File: src/rtl/axilite_csr_write_ctrl.sv
// AXI4-Lite write-channel controller: sequences AW/W/B, range-checks the
// address and issues a one-cycle write command to the CSR register file.
module axilite_csr_write_ctrl #(
  parameter int         ADDR_SIZE   = 32,
  parameter int         DATA_WIDTH  = 32,
  parameter int         DATA_SIZE   = 128,
  parameter logic [1:0] RESP_OKAY   = 2'd0,
  parameter logic [1:0] RESP_SLVERR = 2'd2,
  localparam int        NWORDS      = DATA_SIZE / DATA_WIDTH,
  localparam int        IDXW        = (NWORDS > 1) ? $clog2(NWORDS) : 1,
  localparam int        STRBW       = DATA_WIDTH / 8
) (
  input  logic                  clk,
  input  logic                  rst,
  input  logic [ADDR_SIZE-1:0]  awaddr,
  input  logic                  awvalid,
  output logic                  awready,
  input  logic [DATA_WIDTH-1:0] wdata,
  input  logic [STRBW-1:0]      wstrb,
  input  logic                  wvalid,
  output logic                  wready,
  output logic [1:0]            bresp,
  output logic                  bvalid,
  input  logic                  bready,
  output logic                  csr_we,
  output logic [IDXW-1:0]       csr_word_idx,
  output logic [DATA_WIDTH-1:0] csr_wdata,
  output logic [STRBW-1:0]      csr_wstrb,
  output logic [2:0]            dbg_state
);

  localparam int LSB   = $clog2(STRBW);
  localparam int WORDW = ADDR_SIZE - LSB;
  localparam logic [WORDW-1:0] NWORDS_W = WORDW'(NWORDS);

  typedef enum logic [2:0] {
    S_IDLE    = 3'd0,
    S_HAVE_AW = 3'd1,
    S_HAVE_W  = 3'd2,
    S_COMMIT  = 3'd3,
    S_RESP    = 3'd4
  } state_t;

  state_t           state;
  logic [WORDW-1:0] word_q;
  logic [WORDW-1:0] word_nxt;
  logic             aw_hs;
  logic             w_hs;
  logic             in_range_q;
  logic             in_range_nxt;

  // Handshake semantics: a channel transfers on a rising clk edge where its
  // valid and ready are both high; B completes on bvalid && bready. The
  // readies decode the state register only, never the incoming valids.
  assign awready   = (state == S_IDLE) || (state == S_HAVE_W);
  assign wready    = (state == S_IDLE) || (state == S_HAVE_AW);
  assign aw_hs     = awvalid && awready;
  assign w_hs      = wvalid && wready;
  assign dbg_state = state;

  // The range check for the csr_we pulse must see an address accepted on
  // the same edge that enters COMMIT, so it looks at the incoming word.
  assign word_nxt     = aw_hs ? awaddr[ADDR_SIZE-1:LSB] : word_q;
  assign in_range_nxt = (word_nxt < NWORDS_W);
  assign in_range_q   = (word_q < NWORDS_W);
  assign csr_word_idx = word_q[IDXW-1:0];

  generate
    if (LSB > 0) begin : g_lsb
      logic unused_addr_lsbs;
      assign unused_addr_lsbs = ^awaddr[LSB-1:0];
    end
  endgenerate

  always_ff @(posedge clk or posedge rst) begin
    if (rst) begin
      state     <= S_IDLE;
      word_q    <= '0;
      csr_wdata <= '0;
      csr_wstrb <= '0;
      csr_we    <= 1'b0;
      bvalid    <= 1'b0;
      bresp     <= RESP_OKAY;
    end else begin
      csr_we <= 1'b0;
      if (aw_hs) word_q <= awaddr[ADDR_SIZE-1:LSB];
      if (w_hs) begin
        csr_wdata <= wdata;
        csr_wstrb <= wstrb;
      end
      case (state)
        S_IDLE: begin
          if (aw_hs && w_hs) begin
            state  <= S_COMMIT;
            csr_we <= in_range_nxt;
          end else if (aw_hs) begin
            state <= S_HAVE_AW;
          end else if (w_hs) begin
            state <= S_HAVE_W;
          end
        end
        S_HAVE_AW: begin
          if (w_hs) begin
            state  <= S_COMMIT;
            csr_we <= in_range_nxt;
          end
        end
        S_HAVE_W: begin
          if (aw_hs) begin
            state  <= S_COMMIT;
            csr_we <= in_range_nxt;
          end
        end
        S_COMMIT: begin
          state  <= S_RESP;
          bvalid <= 1'b1;
          bresp  <= in_range_q ? RESP_OKAY : RESP_SLVERR;
        end
        S_RESP: begin
          if (bready) begin
            state  <= S_IDLE;
            bvalid <= 1'b0;
          end
        end
        default: state <= S_IDLE;
      endcase
    end
  end

endmodule

File: config.mk
export PLATFORM = sky130hd
export DESIGN_NAME = axilite_csr_write_ctrl
export DESIGN_NICKNAME = d
export VERILOG_FILES = /design/src/rtl/axilite_csr_write_ctrl.sv
export SDC_FILE = /design/constraint.sdc
export NUM_CORES = 1
export LEC_CHECK = 0
export CORE_MARGIN = 2
export CORE_UTILIZATION = 39
export DETAILED_ROUTE_END_ITERATION = 7
export PLACE_DENSITY = 0.76
export REMOVE_ABC_BUFFERS = 1
export SYNTH_ARGS = -nofsm -noshare
export SYNTH_HDL_FRONTEND = slang
export SYNTH_SLANG_ARGS = --single-unit
File: constraint.sdc
create_clock -name clk -period 2 [get_ports clk]
set_input_delay 0.2 -clock clk [delete_from_list [all_inputs] [get_ports clk]]
set_output_delay 0.2 -clock clk [all_outputs]
set_load 0.01 [all_outputs]
# [Word-level counts from Yosys, hierarchy flattened]
# Index checks and enable logic that the tools add are counted.
[classes] order_cmp=2 reduce_logical=9 muxes=15 eq_ne=8
[op_table] op="$lt A30 B3 Y1 const B" count=2
[op_table] op="$mux W30" count=1
[op_table] op="$mux W3" count=6
[op_table] op="$pmux W3 S5" count=1
[op_table] op="$eq A3 B2 Y1 const B" count=2
[op_table] op="$ne A2 B2 Y1 const B" count=3
[op_table] op="$mux W1" count=4
[op_table] op="$ne A4 B3 Y1 const B" count=1
[op_table] op="$reduce_and A4 Y1" count=1
[op_table] op="$eq A3 B1 Y1 const B" count=1
[op_table] op="$eq A3 B3 Y1 const B" count=1
[op_table] op="$logic_and A1 B1 Y1" count=3
[op_table] op="$logic_not A3 Y1" count=1
[op_table] op="$pmux W1 S3" count=1
[op_table] op="$logic_or A1 B1 Y1" count=2
[op_table] op="$mux W2" count=1
[op_table] op="$pmux W1 S2" count=1
[op_table] op="$reduce_and A2 Y1" count=1
[op_table] op="$reduce_bool A2 Y1" count=1
[word_totals] out_inout_bits=47 ff_bits=73 inputBits=73

# [Depth between registers and ports, before layout]
[depth] word_depth=7 depth_mapped=6 depth_no_buf=4

# [Worst setup path after synthesis]
# Ideal clock, no wire load.
[synth_path] kind="register to register" start="register state[2] (netlist: dbg_state[2])" end="register csr_wdata[0]" required_ns=1.875 setup_time_ns=0.125 slack_ns=0.277 path_stages_with_launch=7 period_less_slack_ns=1.723 path_buffers=3 arrival_time_ns=1.598 path_cell_list="dfrtp_1 > buf_2 > nor2_1 > and2_1 > buf_2 > buf_4 > mux2_2"
[synth_between] elab_chain_cells=3 word_cells_on_any_way=4 cone_classes="eq/ne: 1; reduce/logical: 3"
[synth_lines] item="from (decl)" line_no="44" rtl="state_t state;"
[synth_lines] item="from (signal assigned)" line_no="77" rtl="state <= S_IDLE;"
[synth_lines] item="from (signal assigned)" line_no="94" rtl="state <= S_COMMIT;"
[synth_lines] item="from (signal assigned)" line_no="97" rtl="state <= S_HAVE_AW;"
[synth_lines] item="$eq A3 B1 Y1 or $logic_not A3 Y1 (tied branches)" line_no="56" rtl="assign wready = (state == S_IDLE) || (state == S_HAVE_AW);"
[synth_lines] item="$logic_or A1 B1 Y1 *" line_no="56"
[synth_lines] item="named net wready" line_no="21" rtl="output logic wready,"
[synth_lines] item="$logic_and A1 B1 Y1 *" line_no="58" rtl="assign w_hs = wvalid && wready;"
[synth_lines] item="to (signal assigned)" line_no="88" rtl="csr_wdata <= wdata;"
[synth_lines] item="to (decl)" line_no="27" rtl="output logic [DATA_WIDTH-1:0] csr_wdata,"
# The timed path passes the listed nets; every way through them passes the cells marked *.
# A chain may end at the register's enable or synchronous reset.

# [Worst setup path in the final report]
[layout_path] start="register state[2] (netlist: dbg_state[2])" end="output port wready"
[layout_between] elab_chain_cells=2 word_cells_on_any_way=3 cone_classes="eq/ne: 1; reduce/logical: 2"
[layout_lines] item="$eq A3 B1 Y1 or $logic_not A3 Y1 (tied branches)" line_no="56"
[layout_lines] item="$logic_or A1 B1 Y1 *" line_no="56"
[layout_lines] item="to (decl)" line_no="21"
# Mark *: on every way between the ends. The rest lies on a longest branch, timed or not.

==> out/qor.yml <==
cts_buffers: 9
synth_top_area_share_pct: 61.3
fin_ws_ps: 237
diodes: 0
final_max_slew_viol_count: 0
cp-end-kind: "output port"
io_pins: 120
io_buffers: 116
synthTopCellsByArea: "dfrtp_1 (61%), mux2_2 (25%), nor4_1 (2.1%)"
synth_fa_ha_area_share_pct: 0
grt_pass1_vias: 2232
slowest_delay_ps: 560
cp-start-kind: "register"
synth_compound_area_share_pct: 1.79
num_rows: 31
synth_largest_area_cell: "dfrtp_1"
die_area_um2: 8250
leakage_nw: 1.77
synth-xor-area-share_pct: 0
holdBufCountCts: 0
synthMuxAreaShare_pct: 25.6
dr_total_vias: 2133
grt_usage_pct: 16.1
cts_root_buffer: "clkbuf_8"
path_max_fanout: 9
nets: 395
drc: 0
crit_type: "reg2out"
cp.required_ps: 1800
critPathBufInv: 1
critical_path.top_delay_family: "buffers and inverters"
post-place-ws_ps: 166
dr.pass1.iters: 4
wire_per_inst_um: 15.0
seq_area_frac_synth_pct: 61.3
postSynthCellCount: 203
synth-seq-cells: 72
min_period_ps: 1760
path_clk_slew_ps: 80
crit_arrival_ps: 1560
clock_path_buffers: 2
drtAntennaViolNets: 0
start_util_pct: 40.3
grt-ovfl-total: 0
crit_slowest_cell: "clkdlybuf4s50_1"
ctsResizeCount: 0
grt_pass1_wl_um: 10600
synth-simple-area-share_pct: 8.39
hp-class: "in2async"
yosysWarnings: 0
numClockSinks: 72
period_share_pct: 88.2
rsz0062_at_grt: "false"
skew_ps: 12.1
power.density_nw_per_um2: 1460
insertion_delay_ps: 340
grt_max_degree: 73
fill_cells: 604
cts_tree: "yes"
syn_area_um2: 2940
core_area_um2: 7290
cts_max_level: 3
yosysUniqueCellTypes: 29
vias_per_cell: 5.01
post-cts-setup-buffers: 0
antenna_found_initial: 0
fmax_mhz: 567
irDropWorstVdd_mv: 0.625
dp_cells: 410
hpwlAfterDp_um: 4700
place.gp.congestion: 0.715
area_growth_pct: 50.0
worstPathCellList: "nor2_1 > clkdlybuf4s50_1"
status: "completed"
drive_gt1_share_pct: 27.5
die_y_um: 90.8
synth_top_family_by_area: "multiplexers"
setup_viol_count_final: 0
routed_wl_um: 6400
drt_iter0_markers: 44
cap_violations: 0
die_w_um: 90.8
hold_viol_final: 0
instances_no_fill: 426
syn_avg_cell_area_um2: 14.5
-- where the power goes --
group	leakage, nW	total [mW]	internal [mW]	switching [mW]
logic	0.826	2.76	1.77	0.990
clock network	0.0988	1.07	0.552	0.517
registers	0.849	2.61	2.20	0.410
total	1.77	6.44	4.52	1.92
-- sequential cells by signal, indices dropped and copies added (netlist names) --
register	cells
dbg_state	3
csr_we	1
bvalid	1
bresp	1
csr_wdata	32
word_q	30
csr_wstrb	4
-- logic make-up after synthesis --
kind of cell / Yosys count
AOI/OAI and AO/OA: 9
DFF: 72
and+or+nand+nor: 40
muxes: 67
buffers and inverters: 14
other: 1
-- stage by stage --
| step | total power, mW | hold slack [ps] | instance area [um2] | utilization [%] | setup TNS, ps |
|---|---|---|---|---|---|
| after floorplan | 3.97 | 317 | 2870 | - | -8510 |
| after global placement | 5.33 | 471 | 4220 | 57.8 | 0 |
| after detailed placement | 5.44 | 495 | 4220 | 57.8 | 0 |
| after CTS | 6.53 | 270 | 4410 | 60.5 | 0 |
| after global routing | 6.85 | 303 | 4410 | 60.5 | 0 |
| final | 6.44 | 261 | 4410 | 60.5 | 0 |
-- cell type report --
cell class	instances	area, um2	area share [%]
clock buffers	12	165	3.75
repair buffers	120	1230	27.9
well taps	99	124	2.81
multi-input cells	117	1060	23.9
flip-flops and latches	72	1800	40.9
inverters	2	7.51	0.170
clock inverters	4	26.3	0.596
-- worst min-delay path, cell delays in order --
cell             delay (ps)
clkdlybuf4s50_1         410
inv_2                    70
buf_12                  310
-- synthesized netlist by cell type --
master,count
a21oi_1,3
nand3b_1,1
o21ai_0,2
o22ai_1,1
nand2b_1,4
nor4_1,10
a22oi_1,1
nor2b_1,1
or3_1,1
and4b_1,1
mux2i_1,1
buf_2,5
conb_1,1
a22o_1,1
mux2_2,66
nor2_1,7
o21ai_1,1
nand4_1,2
nor3b_4,1
inv_1,2
nor3_2,1
clkbuf_1,1
and2_1,1
dfrtp_1,72
buf_4,6
nand2_1,4
or4_1,2
nand3_1,3
or4b_2,1
-- final timing paths --
| check | startpoint | endpoint | slack, ps | depth (start not counted) |
|---|---|---|---|---|
| max | dbg_state[2] | wready | 240 | 2 |
| min | rst | csr_wstrb[2] | 260 | 3 |
| max reg2reg | word_q[29] | bresp[1] | 360 | 4 |
| min reg2reg | csr_wstrb[1] | csr_wstrb[1] | 500 | 1 |
| max in group asynchronous | rst | word_q[20] | 1430 | 3 |
| min in group clk | wdata[20] | csr_wdata[20] | 470 | 2 |
-- layout by cell type (no fill, tap or decap), types with 3 or more instances in the layout --
cell type	count
a21oi_1	3
buf_12	3
clkbuf_8	12
clkdlybuf4s50_1	116
dfrtp_1	72
mux2_2	66
nand2_1	4
nand2b_1	4
nand3_1	3
nor2_1	7
nor4_1	10
-- metal layers --
layer  part of all wire [%]  up-vias  global-route usage (%)
li1                       -      970                       -
met1                     44     1052                    20.6
met2                     46      102                    25.5
met3                    8.2        9                    5.18
met4                    1.2        0                    6.19
met5                      0        -                       0
(Power assumes the default switching activity.)
==> patch 1, RTL diff (same settings) <==
Make the reset (`rst`) synchronous in one clocked block.
--- a/src/rtl/axilite_csr_write_ctrl.sv
+++ b/src/rtl/axilite_csr_write_ctrl.sv
@@ -72,7 +72,7 @@
     end
   endgenerate
 
-  always_ff @(posedge clk or posedge rst) begin
+  always_ff @(posedge clk) begin
     if (rst) begin
       state     <= S_IDLE;
       word_q    <= '0;
Formal check against the unedited RTL: differs if rst is asserted again (counterexample within 4 cycles, from zero or initial values and one cycle with rst high); with rst held inactive, the same outputs for 10 cycles.
==> patch 1 against the original RTL <==
Register-to-register slack better by 170 ps. Synthesized cell count grew 68%. Sequential cell count unchanged. Wire length increased by 3.3%. Worst setup slack better by 18 ps. Synthesized area shrank 6.7%. Cell area fell by 6.9%. Clock skew fell by 5.5 ps. Critical path depth did not move. Non-clock buffer count rose by 1. Cell count is 28% higher. Sequential share of layout area down 5.8 points.
Power is not compared: it rests on default switching activity, and its combinational part moved more than twofold at a synthesized area within 25%.
==> patch 1: results (changes against the original RTL) <==
[synth]
avgSynthCellArea_um2=8.04  ; was 14.5 µm²
synth_area_leaders=dfxtp_1 53%, nand2_1 18%, a21oi_1 12%  ; was dfrtp_1 61%, mux2_2 25%, nor4_1 2.1%
synth_cell_type_count=26  ; was 29
netlist_top_cells_count=133 x nand2_1, 72 x dfxtp_1, 64 x a21oi_1  ; was 72 x dfrtp_1, 66 x mux2_2, 10 x nor4_1
async_reset_ff_share_pct=0  ; was 100%
dominantRegCellSynth=dfxtp_1  ; was dfrtp_1
synthMuxAreaShare_pct=0.730  ; was 25.6%
seq_area_frac_synth_pct=52.6  ; was 61.3%
yosysWarnings=0  ; unchanged
synth_compound_area_share_pct=14.5  ; was 1.79%

[worst_setup_path]
endpoint=awready  ; was wready
ff2ff_setup_slack_ps=530  ; was 360 ps
crit_family=flip-flops  ; was buffers and inverters
cp_slowest_stage_delay_ps=590  ; was 560 ps
rr_worst_depth=4  ; unchanged
startpoint=dbg_state[2]  ; unchanged
r2r_start=word_q[22]  ; was word_q[29]
arrival_ps=1550
cp_slowest_cell=dfxtp_1  ; was clkdlybuf4s50_1
worstReg2RegEnd=csr_we  ; was bresp[1]

[layout]
multi_input_area_um2=1120  ; was 1060 µm²
layout-drive-gt1-share_pct=6.21  ; was 27.5%
fin_nets=521  ; was 395
fin_area_um2=4110  ; was 4410 µm²
multi_input_gates=241  ; was 117
clkbuf_count=11  ; was 12
regArea_um2=1440  ; was 1800 µm²
clk_share_pct=4.72  ; was 4.34%
diodes=0  ; unchanged
fillCellCount=618  ; was 604
n_all_inverters=3  ; was 2
buf_share_pct=29.7  ; was 27.9%
nonClockBufferCount=121  ; was 120
layoutNonFillerInstCount=547  ; was 426

[sta]
fmax_ghz=0.573  ; was 0.567 GHz
hold_ws_ps=392  ; was 261 ps
finalClockSkew_ps=6.65  ; was 12.1 ps

[placement]
port_buffers=116  ; unchanged
place_hpwl_um=4810  ; was 4700 µm
place_worst_setup_slack_ps=288  ; was 166 ps
gp_congestion=0.771  ; was 0.715
place_inst=533  ; was 410
dpl_cell_area_um2=3910  ; was 4220 µm²

[drt]
wirelength_um=6610  ; was 6400 µm
viasPerCell=4.79  ; was 5.01
first_iter_violations=67  ; was 44
first_pass_iters=6  ; was 4

[global_route]
grt_pass1_wl_um=10400  ; was 10,600 µm
grt_max_degree=38  ; was 73
grt_pass1_vias=2360  ; was 2,232
grt_usage_pct=16.9  ; was 16.1%

[min_path]
whs_path_depth=2
min_path_type=primary input to flop  ; was primary input to async pin

[floorplanning]
die_area_um2=7720  ; was 8250 µm²

[clock_network]
insertion_delay_ps=330
cts_max_level=3  ; unchanged
cts_hold_buffers=0  ; unchanged

[status]
outcome=finished clean  ; unchanged

## patch 1: changes by cell type in the layout (fill, tap and decap cells not counted), moves of 4 or more
| cell | delta |
|---|---|
| a21oi_1 | +61 |
| a21oi_2 | +4 |
| dfrtp_1 | -72 |
| dfxtp_1 | +72 |
| mux2_2 | -66 |
| nand2_1 | +129 |
| nand2b_1 | -4 |
| nor3_1 | +5 |
## patch 1: report_power, final
part | switching (mW) | internal (mW) | total, mW | leakage, nW
Sequential | 0.0540 | 1.53 | 1.58 | 0.591
Combinational | 0.264 | 0.321 | 0.586 | 0.817
Clock | 0.482 | 0.628 | 1.11 | 0.0973
Total | 0.800 | 2.48 | 3.28 | 1.51
## patch 1: routing by layer
layer | global-route usage (%) | up-vias | part of all wire [%]
met3 | 3.58 | 9 | 7.7
met4 | 5.87 | 0 | 1.3
met1 | 20.4 | 1173 | 44
met2 | 29.8 | 101 | 47
met5 | 0 | - | 0
li1 | - | 1338 | -
==> patch 2, RTL diff (config.mk and constraints unchanged) <==
Without the edit above. `DATA_SIZE`: 128 -> 256.
--- a/src/rtl/axilite_csr_write_ctrl.sv
+++ b/src/rtl/axilite_csr_write_ctrl.sv
@@ -3,7 +3,7 @@
 module axilite_csr_write_ctrl #(
   parameter int         ADDR_SIZE   = 32,
   parameter int         DATA_WIDTH  = 32,
-  parameter int         DATA_SIZE   = 128,
+  parameter int         DATA_SIZE   = 256,
   parameter logic [1:0] RESP_OKAY   = 2'd0,
   parameter logic [1:0] RESP_SLVERR = 2'd2,
   localparam int        NWORDS      = DATA_SIZE / DATA_WIDTH,
Ports: changed (resized csr_word_idx); port bits go from 120 to 121. The function was not compared with the original's and may differ.
==> patch 2 against the original RTL <==
Core utilization grew 0.45 points. Sequential cell count is the same. Largest cell class unchanged. Worst setup slack gained 37 ps. Total power grew 0.91%. Sequential share of layout area shrank 0.52 points. Wire length grew 0.84%. Cell area grew 1.3%. Fmax grew 2.1%. Via count shrank 3.2%. Synthesized area grew 2.0%.
==> patch 2: results (changes against the original RTL) <==
[layout]
layout-drive-gt1-share_pct=26.4  ; was 27.5%
nonClockBufferCount=122  ; was 120
multi_input_area_share_pct=23.6  ; was 23.9%
layoutNonFillerInstCount=432  ; was 426
n_all_inverters=4  ; was 2
buf_share_pct=28.0  ; was 27.9%
fin_nets=401  ; was 395
seq_share_pct=40.3  ; was 40.9%
clkbuf_count=11  ; was 12

[drt]
wl_met1_um=2870  ; was 2840 µm
avgRoutedWirePerCell_um=14.9  ; was 15.0 µm
wl_met2_um=3010  ; was 2960 µm

[synth]
seq_area_frac_synth_pct=60.1  ; was 61.3%
synth_cell_type_count=26  ; was 29
avgSynthCellArea_um2=14.4  ; was 14.5 µm²
synth_area_leaders=dfrtp_1 60%, mux2_2 24%, buf_6 3.0%  ; was dfrtp_1 61%, mux2_2 25%, nor4_1 2.1%

[worst_setup_path]
arrival_ps=1530  ; was 1560 ps
path_max_fanout=10  ; was 9

[power_and_ir_drop]
power_frac_seq_pct=39.9  ; was 40.5%
power_leakage_nw=1.81  ; was 1.77 nW
ir_worst_vdd_uv=737  ; was 625 µV

[placement]
port_buffers=117  ; was 116
place_inst=416  ; was 410
place_hpwl_um=4660  ; was 4700 µm
dpl_cell_area_um2=4240  ; was 4220 µm²

[global_route]
grt_pass1_vias=2239  ; was 2,232
use_met1_pct=21.5  ; was 20.6%
grt_use_met3_pct=5.83  ; was 5.18%

[status]
outcome=finished clean  ; unchanged

[floorplanning]
die_area_um2=8400  ; was 8250 µm²

patch 2: cell types whose count changed in the layout (fill, tap and decap cells not counted), sizes merged, moves of 2 or more:
| cell | unedited run | this run |
|---|---|---|
| bufinv | 0 | 2 |
| nand2 | 4 | 0 |
| nand2b | 4 | 1 |
| nand3 | 3 | 7 |
| nor2 | 7 | 12 |
| nor3 | 1 | 9 |
| nor4 | 10 | 6 |
| or4 | 2 | 0 |
patch 2: path summary, 6_finish.rpt:
| check | startpoint | to | slack [ps] | cells past startpoint |
|---|---|---|---|---|
| min in group clk | wdata[25] | csr_wdata[25] | 470 | 2 |
| max in group asynchronous | rst | word_q[27] | 1410 | 3 |
| min reg2reg | csr_wdata[25] | csr_wdata[25] | 490 | 1 |
| max | dbg_state[0] | awready | 270 | 2 |
| max reg2reg | dbg_state[0] | word_q[24] | 400 | 3 |
| min | rst | dbg_state[2] | 240 | 3 |
